File: src/rtl/sdram_wr_burst_feeder_if.sv
// rtl/sdram_wr_burst_feeder_if.sv - host write, burst control and SDRAM data-path signals of the write feeder
interface sdram_wr_burst_feeder_if #(
  parameter int DSIZE      = 16,
  parameter int FIFO_DEPTH = 16
);

  localparam int CW = $clog2(FIFO_DEPTH) + 1;

  logic [DSIZE-1:0]   WR_DATA;
  logic [DSIZE/8-1:0] WR_BE;
  logic               WR_VALID;
  logic               WR_READY;
  logic               BURST_REQ;
  logic               BURST_RDY;
  logic               BURST_ACK;
  logic               BURST_BUSY;
  logic [DSIZE-1:0]   DATAIN;
  logic [DSIZE/8-1:0] DM;
  logic [CW-1:0]      FILL_LEVEL;

  // Host and SDRAM control path side.
  modport master (
    output WR_DATA, WR_BE, WR_VALID, BURST_REQ,
    input  WR_READY, BURST_RDY, BURST_ACK, BURST_BUSY, DATAIN, DM, FILL_LEVEL
  );

  // Feeder side.
  modport slave (
    input  WR_DATA, WR_BE, WR_VALID, BURST_REQ,
    output WR_READY, BURST_RDY, BURST_ACK, BURST_BUSY, DATAIN, DM, FILL_LEVEL
  );

endinterface

File: src/rtl/sdram_wr_burst_feeder.sv
// rtl/sdram_wr_burst_feeder.sv - buffers host write words and releases them as fixed-length SDRAM write bursts
module sdram_wr_burst_feeder #(
  parameter int DSIZE      = 16,
  parameter int BURST_LEN  = 8,
  parameter int FIFO_DEPTH = 16
) (
  input  logic                   CLK,
  input  logic                   RESET,
  sdram_wr_burst_feeder_if.slave bus
);

  localparam int BEW = DSIZE / 8;
  localparam int WW  = DSIZE + BEW;
  localparam int AW  = $clog2(FIFO_DEPTH);
  localparam int CW  = AW + 1;
  localparam int BCW = (BURST_LEN > 1) ? $clog2(BURST_LEN) : 1;

  localparam logic [CW-1:0]  DEPTH_C   = CW'(FIFO_DEPTH);
  localparam logic [CW-1:0]  BL_C      = CW'(BURST_LEN);
  localparam logic [BCW-1:0] BEAT_LAST = BCW'(BURST_LEN - 1);

  typedef enum logic {
    IDLE,
    SEND
  } state_t;

  state_t         state_q, state_d;
  logic [BCW-1:0] beat_q, beat_d;

  // Each entry holds {mask, data}; the mask is stored already inverted from
  // the byte enables so it can go straight onto DM.
  logic [WW-1:0]  mem_q [FIFO_DEPTH];
  logic [AW-1:0]  wr_ptr_q, wr_ptr_d;
  logic [AW-1:0]  rd_ptr_q, rd_ptr_d;
  logic [CW-1:0]  count_q, count_d;

  logic [DSIZE-1:0] dout_q, dout_d;
  logic [BEW-1:0]   dm_q, dm_d;
  logic             ack_q, ack_d;
  logic             busy_q, busy_d;

  logic          wr_ready;
  logic          burst_rdy;
  logic          push;
  logic          pop;
  logic          first;
  logic [WW-1:0] rd_word;

  // Both flags come from the registered count, so a full FIFO refuses a
  // push even when a beat is popped in the same cycle.
  assign wr_ready  = (count_q < DEPTH_C);
  assign burst_rdy = (count_q >= BL_C);
  assign push      = bus.WR_VALID & wr_ready;
  assign rd_word   = mem_q[rd_ptr_q];

  // Burst sequencer: the IDLE cycle pops beat 0, SEND pops the rest and
  // spends its final cycle presenting the last beat without popping, which
  // guarantees an idle gap before the next burst can be accepted.
  always_comb begin
    state_d = state_q;
    beat_d  = beat_q;
    pop     = 1'b0;
    first   = 1'b0;
    unique case (state_q)
      IDLE: begin
        if (bus.BURST_REQ && burst_rdy) begin
          pop     = 1'b1;
          first   = 1'b1;
          beat_d  = '0;
          state_d = SEND;
        end
      end
      SEND: begin
        if (beat_q != BEAT_LAST) begin
          pop    = 1'b1;
          beat_d = beat_q + BCW'(1);
        end else begin
          beat_d  = '0;
          state_d = IDLE;
        end
      end
      default: begin
        beat_d  = '0;
        state_d = IDLE;
      end
    endcase
  end

  // FIFO pointer and occupancy update.
  always_comb begin
    wr_ptr_d = wr_ptr_q;
    rd_ptr_d = rd_ptr_q;
    count_d  = count_q;
    if (push) begin
      wr_ptr_d = wr_ptr_q + AW'(1);
    end
    if (pop) begin
      rd_ptr_d = rd_ptr_q + AW'(1);
    end
    unique case ({push, pop})
      2'b10:   count_d = count_q + CW'(1);
      2'b01:   count_d = count_q - CW'(1);
      default: count_d = count_q;
    endcase
  end

  // Beat presentation: a popped word appears on the next cycle, otherwise
  // the data path sees zero data with every byte masked.
  always_comb begin
    dout_d = '0;
    dm_d   = '1;
    ack_d  = 1'b0;
    busy_d = 1'b0;
    if (pop) begin
      dout_d = rd_word[DSIZE-1:0];
      dm_d   = rd_word[WW-1:DSIZE];
      ack_d  = first;
      busy_d = 1'b1;
    end
  end

  // Word storage; contents need no reset because the count gates every read.
  always_ff @(posedge CLK) begin
    if (push) begin
      mem_q[wr_ptr_q] <= {~bus.WR_BE, bus.WR_DATA};
    end
  end

  // State, FIFO bookkeeping and output registers; reset also aborts a burst.
  always_ff @(posedge CLK) begin
    if (RESET) begin
      state_q  <= IDLE;
      beat_q   <= '0;
      wr_ptr_q <= '0;
      rd_ptr_q <= '0;
      count_q  <= '0;
      dout_q   <= '0;
      dm_q     <= '1;
      ack_q    <= 1'b0;
      busy_q   <= 1'b0;
    end else begin
      state_q  <= state_d;
      beat_q   <= beat_d;
      wr_ptr_q <= wr_ptr_d;
      rd_ptr_q <= rd_ptr_d;
      count_q  <= count_d;
      dout_q   <= dout_d;
      dm_q     <= dm_d;
      ack_q    <= ack_d;
      busy_q   <= busy_d;
    end
  end

  assign bus.WR_READY   = wr_ready;
  assign bus.BURST_RDY  = burst_rdy;
  assign bus.BURST_ACK  = ack_q;
  assign bus.BURST_BUSY = busy_q;
  assign bus.DATAIN     = dout_q;
  assign bus.DM         = dm_q;
  assign bus.FILL_LEVEL = count_q;

endmodule

File: src/flat_wrapper.sv
// flat-port wrapper written by rule: the top's interface ports become plain ports
module sdram_wr_burst_feeder_flat 
#(
  parameter int DSIZE      = 16,
  parameter int BURST_LEN  = 8,
  parameter int FIFO_DEPTH = 16
)
  (CLK, RESET, bus_WR_DATA, bus_WR_BE, bus_WR_VALID, bus_BURST_REQ, bus_WR_READY, bus_BURST_RDY, bus_BURST_ACK, bus_BURST_BUSY, bus_DATAIN, bus_DM, bus_FILL_LEVEL);
  sdram_wr_burst_feeder_if #(.DSIZE(DSIZE), .FIFO_DEPTH(FIFO_DEPTH)) bus_i ();
  input  logic CLK;
  input  logic RESET;
  input wire logic [$bits(bus_i.WR_DATA)-1:0] bus_WR_DATA;
  input wire logic [$bits(bus_i.WR_BE)-1:0] bus_WR_BE;
  input wire logic [$bits(bus_i.WR_VALID)-1:0] bus_WR_VALID;
  input wire logic [$bits(bus_i.BURST_REQ)-1:0] bus_BURST_REQ;
  output wire logic [$bits(bus_i.WR_READY)-1:0] bus_WR_READY;
  output wire logic [$bits(bus_i.BURST_RDY)-1:0] bus_BURST_RDY;
  output wire logic [$bits(bus_i.BURST_ACK)-1:0] bus_BURST_ACK;
  output wire logic [$bits(bus_i.BURST_BUSY)-1:0] bus_BURST_BUSY;
  output wire logic [$bits(bus_i.DATAIN)-1:0] bus_DATAIN;
  output wire logic [$bits(bus_i.DM)-1:0] bus_DM;
  output wire logic [$bits(bus_i.FILL_LEVEL)-1:0] bus_FILL_LEVEL;
  assign bus_i.WR_DATA = bus_WR_DATA;
  assign bus_i.WR_BE = bus_WR_BE;
  assign bus_i.WR_VALID = bus_WR_VALID;
  assign bus_i.BURST_REQ = bus_BURST_REQ;
  assign bus_WR_READY = bus_i.WR_READY;
  assign bus_BURST_RDY = bus_i.BURST_RDY;
  assign bus_BURST_ACK = bus_i.BURST_ACK;
  assign bus_BURST_BUSY = bus_i.BURST_BUSY;
  assign bus_DATAIN = bus_i.DATAIN;
  assign bus_DM = bus_i.DM;
  assign bus_FILL_LEVEL = bus_i.FILL_LEVEL;
  sdram_wr_burst_feeder #(.DSIZE(DSIZE), .BURST_LEN(BURST_LEN), .FIFO_DEPTH(FIFO_DEPTH)) u_core (.CLK(CLK), .RESET(RESET), .bus(bus_i));
endmodule
File: config.mk
export PLATFORM = sky130hd
export DESIGN_NAME = sdram_wr_burst_feeder_flat
export DESIGN_NICKNAME = d
export VERILOG_FILES = /design/src/rtl/sdram_wr_burst_feeder_if.sv /design/src/rtl/sdram_wr_burst_feeder.sv /design/src/flat_wrapper.sv
export SDC_FILE = /design/constraint.sdc
export NUM_CORES = 1
export LEC_CHECK = 0
export CAP_MARGIN = 40
export CORE_MARGIN = 4
export CORE_UTILIZATION = 50
export CTS_CLUSTER_SIZE = 8
export DETAILED_ROUTE_END_ITERATION = 10
export HOLD_SLACK_MARGIN = 0.06
export PLACE_DENSITY_LB_ADDON = 0.15
export SYNTH_ARGS = -nofsm -noshare
export SYNTH_HDL_FRONTEND = slang
export SYNTH_SLANG_ARGS = --single-unit
File: constraint.sdc
create_clock -name CLK -period 4.52 [get_ports CLK]
set_input_delay 0.904 -clock CLK [delete_from_list [all_inputs] [get_ports CLK]]
set_output_delay 0.904 -clock CLK [all_outputs]
set_load 0.02 [all_outputs]
; ---- Word-level counts from Yosys, hierarchy flattened
; Memory sizes are Yosys's and may differ from the RTL's. A register that Yosys moved wholly into a read port is not among the register bits.
; Cells that the tools add are included.
[classes]
add_sub_neg = 5
n_lt_le_gt_ge = 2
muxes = 10
n_eq_ne = 4
bitwise_logic = 4
reduce_logical = 4
[ops]
columns = cell, count
row1 = one-hot mux 5 bit (2 select lines), 1
row2 = adder 4 x 1 -> 4 bit (second input constant), 2
row3 = 2-to-1 mux 3 bit, 2
row4 = one-hot mux 3 bit (2 select lines), 1
row5 = adder 5 x 1 -> 5 bit (second input constant), 1
row6 = >= comparator 5 x 4 -> 1 bit (second input constant), 1
row7 = < comparator 5 bit (second input constant), 1
row8 = 2-to-1 mux 1 bit, 5
row9 = subtractor 5 x 1 -> 5 bit (second input constant), 1
row10 = adder 3 x 1 -> 3 bit (second input constant), 1
row11 = inequality test 3 bit (second input constant), 1
row12 = OR reduction 3 bit, 1
row13 = == test 2 x 1 -> 1 bit (second input constant), 1
row14 = == test 2 bit (second input constant), 1
row15 = inequality test 2 x 1 -> 1 bit (second input constant), 1
row16 = inverter 1 bit, 2
row17 = inverter 2 bit, 1
row18 = one-hot mux 1 bit (2 select lines), 1
row19 = nonzero test 2 bit, 1
row20 = OR reduction 2 bit, 1
row21 = AND 1 bit, 1
row22 = logical AND 1 bit, 1
[totals]
wordCells = 37
reg_bits = 19
in_bits = 22
memories = 1
mem_bits_rw = 288
output_inout_bits = 27
[memory_table]
columns = memory, depth, width, read_ports, rd_ports_with_merged_regs, write_ports, line_no
row1 = u_core.mem_q, 16, 18, 1, 1, 1, sdram_wr_burst_feeder.sv:32  ; logic [WW-1:0] mem_q [FIFO_DEPTH];

; ---- Logic depth before layout (Yosys ltp)
[depth]
ltp_word = 6
depth_mapped = 12
ltp_nobuf = 11

; ---- Worst setup path after synthesis
; No wires, ideal clock.
[synth_timing]
path_type = input-to-reg
from = input bus_WR_VALID
to = memory u_core.mem_q[3][0] (netlist bit) (enable)
arrival_time_ns = 2.735
setup_ns = 0.416
setup_slack_ns = 1.369
path_buffers = 1
stages = 4
required_ns = 4.104
cell_sequence = and2b_2 > clkbuf_1 > nand2_1 > nor3_1
[synth_via]
elab_chain_cells = 3
[synth_rtl]
columns = item, line_no
row1 = "start, declared", flat_wrapper.sv:14  ; input wire logic [$bits(bus_i.WR_VALID)-1:0] bus_WR_VALID;
row2 = AND 1 bit, sdram_wr_burst_feeder.sv:53  ; assign push = bus.WR_VALID & wr_ready;
row3 = 2-to-1 mux 1 bit, sdram_wr_burst_feeder.sv:124  ; if (push) begin
row4 = 2-to-1 mux 1 bit (implied by the code), sdram_wr_burst_feeder.sv:125  ; mem_q[wr_ptr_q] <= {~bus.WR_BE, bus.WR_DATA};
row5 = "end, declared", sdram_wr_burst_feeder.sv:32
; No other way between the ends.

; ---- Final worst setup path
[layout_timing]
from = input bus_BURST_REQ
to = register u_core.count_q[4], in the netlist u_core.bus.FILL_LEVEL[4]
[layout_via]
elab_chain_cells = 5
word_cells_on_any_way = 7
cone_classes = eq/ne: 2 / mux: 3 / reduce/logical: 2
[layout_rtl]
columns = item, line_no
row1 = "start, declared", flat_wrapper.sv:15  ; input wire logic [$bits(bus_i.BURST_REQ)-1:0] bus_BURST_REQ;
row2 = logical AND 1 bit *, sdram_wr_burst_feeder.sv:66  ; if (bus.BURST_REQ && burst_rdy) begin
row3 = 2-to-1 mux 1 bit *, sdram_wr_burst_feeder.sv:66
row4 = one-hot mux 1 bit (2 select lines) *, sdram_wr_burst_feeder.sv:64  ; unique case (state_q)
row5 = == test 2 x 1 -> 1 bit or == test 2 bit (tied branches), sdram_wr_burst_feeder.sv:100  ; unique case ({push, pop})
row6 = one-hot mux 5 bit (2 select lines) or nonzero test 2 bit (tied branches), -
row7 = "end signal, assigned", sdram_wr_burst_feeder.sv:146  ; count_q <= count_d;
row8 = "end, declared", sdram_wr_burst_feeder.sv:35  ; logic [CW-1:0] count_q, count_d;
; Mark *: on every way between the ends. The rest lies on a longest branch, timed or not.
; A chain may end at the register's enable or synchronous reset.

==> results.cfg <==
[sta]
worstMarginPinSlew_ns = 0.731
fin_tns_setup_ns = 0
rsz0062_at_grt = false
finalHoldViolCount = 0
clock_skew_ns = 0.0102
finalCritPeriodShare_pct = 71.6
setup_viol_count_final = 0
slew_viol_final = 0
setup_ws_ns = 1.29
max_freq_mhz = 309
min_period_ns = 3.23
holdWs_ns = 0.533
slew_headroom_pct = 51.3

[detailed_routing]
drt-initial-drc-count = 463
wl_per_cell_um = 23.0
drc = 0
antenna_left = 0
vias_per_cell = 5.71
drt_wl_total_mm = 24.5
drt_first_pass_iters = 5
vias = 6091

[finish]
layout_commonest_cell = edfxtp_1
nNetsFinal = 741
layout_common_cells = edfxtp_1, mux4_2, clkdlybuf4s50_1
area_delta_synth_final_pct = 19.0
design_area_mm2 = 0.0148
n_antenna_cell = 0
drive_gt1_share_pct = 22.9

[yosys]
synth-seq-cells = 324
avgSynthCellArea_um2 = 20.1
netlist_area_mm2 = 0.0124
synthTopCellsByArea = edfxtp_1, mux4_2, dfxtp_1
syn-instance-count = 617
yosysSeqAreaShare_pct = 75.5
synthAdderAreaFrac_pct = 1.11
synth.area.mux_share_pct = 15.7
synth_fp_nets = 650
synth_top_area_share_pct = 69.7
synth_compound_area_share_pct = 2.08
synth_ff_type = edfxtp_1
ys_types = 42
synth_top_family_by_area = multiplexers
synth_edf_count = 288
synth_async_sr_flop_share_pct = 0
yosys_warnings = 0
synth-simple-area-share_pct = 3.30
yosys.area.top_type = edfxtp_1
synthXorXnorAreaFrac_pct = 0.494

[clock_tree]
numCtsBuffers = 46
post_cts_buffers = 0
htreeDepth = 2
insertion_delay_ns = 0.53
cts_tree = built
cts_resized = 0
clk_path_buf_depth = 3
path_clk_slew_ns = 0.05
cts_root_buf = clkbuf_16
cts_hold_buf = 0
cts.sinks = 324

[setup_path]
start_kind = input port
crit_chain = clkdlybuf4s50_1 -> o21ai_2 -> mux2_4 -> inv_1 -> ha_1 -> xor2_1 -> ha_1 -> o21ai_0 -> or3_1 -> a2111o_1 -> nand4_1
endpoint_kind = register
slowest_stage = clkdlybuf4s50_1
critical_path.top_delay_family = buffers and inverters
path_common_cell = ha_1
cp.required_ns = 4.98
path_class = in2reg
rr_worst_depth = 11
crit_buf_inv = 2
path_depth = 11
critical_path.max_stage_delay_ns = 0.50
path_max_fanout = 9
cp.arrival_ns = 3.70

[floorplanning]
fp.dieW_um = 166
row_count = 57
start_util_pct = 50.9
die_y_um = 166
core_mm2 = 0.0244
die_area_mm2 = 0.0274
pin_count = 49

[global_routing]
grt_first_pass_wirelength_mm = 38.3
grt_usage_pct = 18.9
overflow = 0
grt_pass1_vias = 6404
grt_max_degree = 40
antenna_found_initial = 1

[outcome]
status = finished clean

[power_and_ir_drop]
irDropWorstVdd_v = 0.000302
leakagePower_nw = 4.65
p_per_area_mw_per_mm2 = 505

[place]
dpl.hpwl_mm = 13.9
place_congestion = 0.779
dp_slack_ns = 0.831
port_buffers = 48
postPlaceCellArea_mm2 = 0.0134

[flow_run]
cap_viol_max_count = 0

[min_path]
min_path_cells = 2
min_path_type = reg2reg
-- synthesized netlist by cell type, types with 2 or more instances --
library cell  count
a21oi_1           6
nor2b_1           2
a22oi_1           3
o22ai_1          16
mux2i_1          40
buf_6             3
o41ai_1           2
edfxtp_1        288
clkbuf_1         12
xor2_1            4
xnor2_1           3
nand3_1           7
mux4_2           68
inv_1            11
a32oi_1           2
or3_1             3
buf_1             3
nand4_1           4
nor2_1           33
o21ai_0           5
buf_8             2
or3_2             2
nor3_1            7
buf_2            10
nand2b_1          6
ha_1             11
nand2_1          13
dfxtp_1          36
nand4b_1          2
-- logic make-up after synthesis --
group | count (synthesis)
compound gates | 39
fa+ha+maj | 11
flops | 324
buf+inv | 43
simple gates | 84
xor+xnor | 7
mux | 109
-- sequential cells by signal, indices dropped and copies added (netlist names) --
register / flops
u_core.mem_q: 288
u_core.bus.DATAIN: 16
u_core.bus.FILL_LEVEL: 5
u_core.rd_ptr_q: 4
u_core.wr_ptr_q: 4
u_core.beat_q: 3
u_core.bus.DM: 2
u_core.bus.BURST_ACK: 1
u_core.bus.BURST_BUSY: 1
-- report_power, final --
group | total (mW) | leakage [nW] | internal (mW) | switching (mW)
Sequential | 3.52 | 2.89 | 3.43 | 0.0866
Combinational | 0.835 | 1.12 | 0.364 | 0.471
Clock | 3.11 | 0.636 | 1.93 | 1.18
-- per-stage QoR --
stage	utilization [%]	power, mW	instances
floorplan	-	4.06	617
global placement	54.8	4.36	981
detailed placement	55.1	4.41	984
CTS	60.5	7.53	1067
global route	60.5	7.76	1067
finish	60.5	7.46	1067
-- final timing paths --
path / slack [ns] / to / start
max reg2reg: 1.53 / u_core.bus.FILL_LEVEL[4]$_SDFFE_PP0P_ / u_core.beat_q[0]$_SDFFE_PP0P_
min reg2reg: 0.53 / u_core.beat_q[1]$_SDFFE_PP0P_ / u_core.beat_q[1]$_SDFFE_PP0P_
max: 1.29 / u_core.bus.FILL_LEVEL[4]$_SDFFE_PP0P_ / bus_BURST_REQ
min: 0.53 / u_core.beat_q[1]$_SDFFE_PP0P_ / u_core.beat_q[1]$_SDFFE_PP0P_
-- layer usage --
metal | vias up | share of wire (%) | GRT usage (%) | wire (µm)
met5 | - | 0.053 | 0 | 13
met4 | 2 | 1.9 | 5.06 | 461
met3 | 44 | 4.9 | 3.43 | 1190
met2 | 152 | 51 | 31.7 | 12500
met1 | 3195 | 42 | 25.8 | 10400
li1 | 2698 | - | - | -
-- final cells by class --
class | instances | area (µm²)
inverters | 11 | 41.3
flip-flops and latches | 324 | 9380
repair buffers | 75 | 743
well taps | 324 | 405
fillers | 1790 | 9630
clock inverters | 3 | 33.8
multi-input cells | 250 | 2860
clock buffers | 80 | 1300
-- worst min-delay path, cell delays in order (launching register included) --
cell	delay, ns
dfxtp_1	0.33
a32oi_1	0.07
nor2_1	0.09
Power figures use the tool's default switching activity.
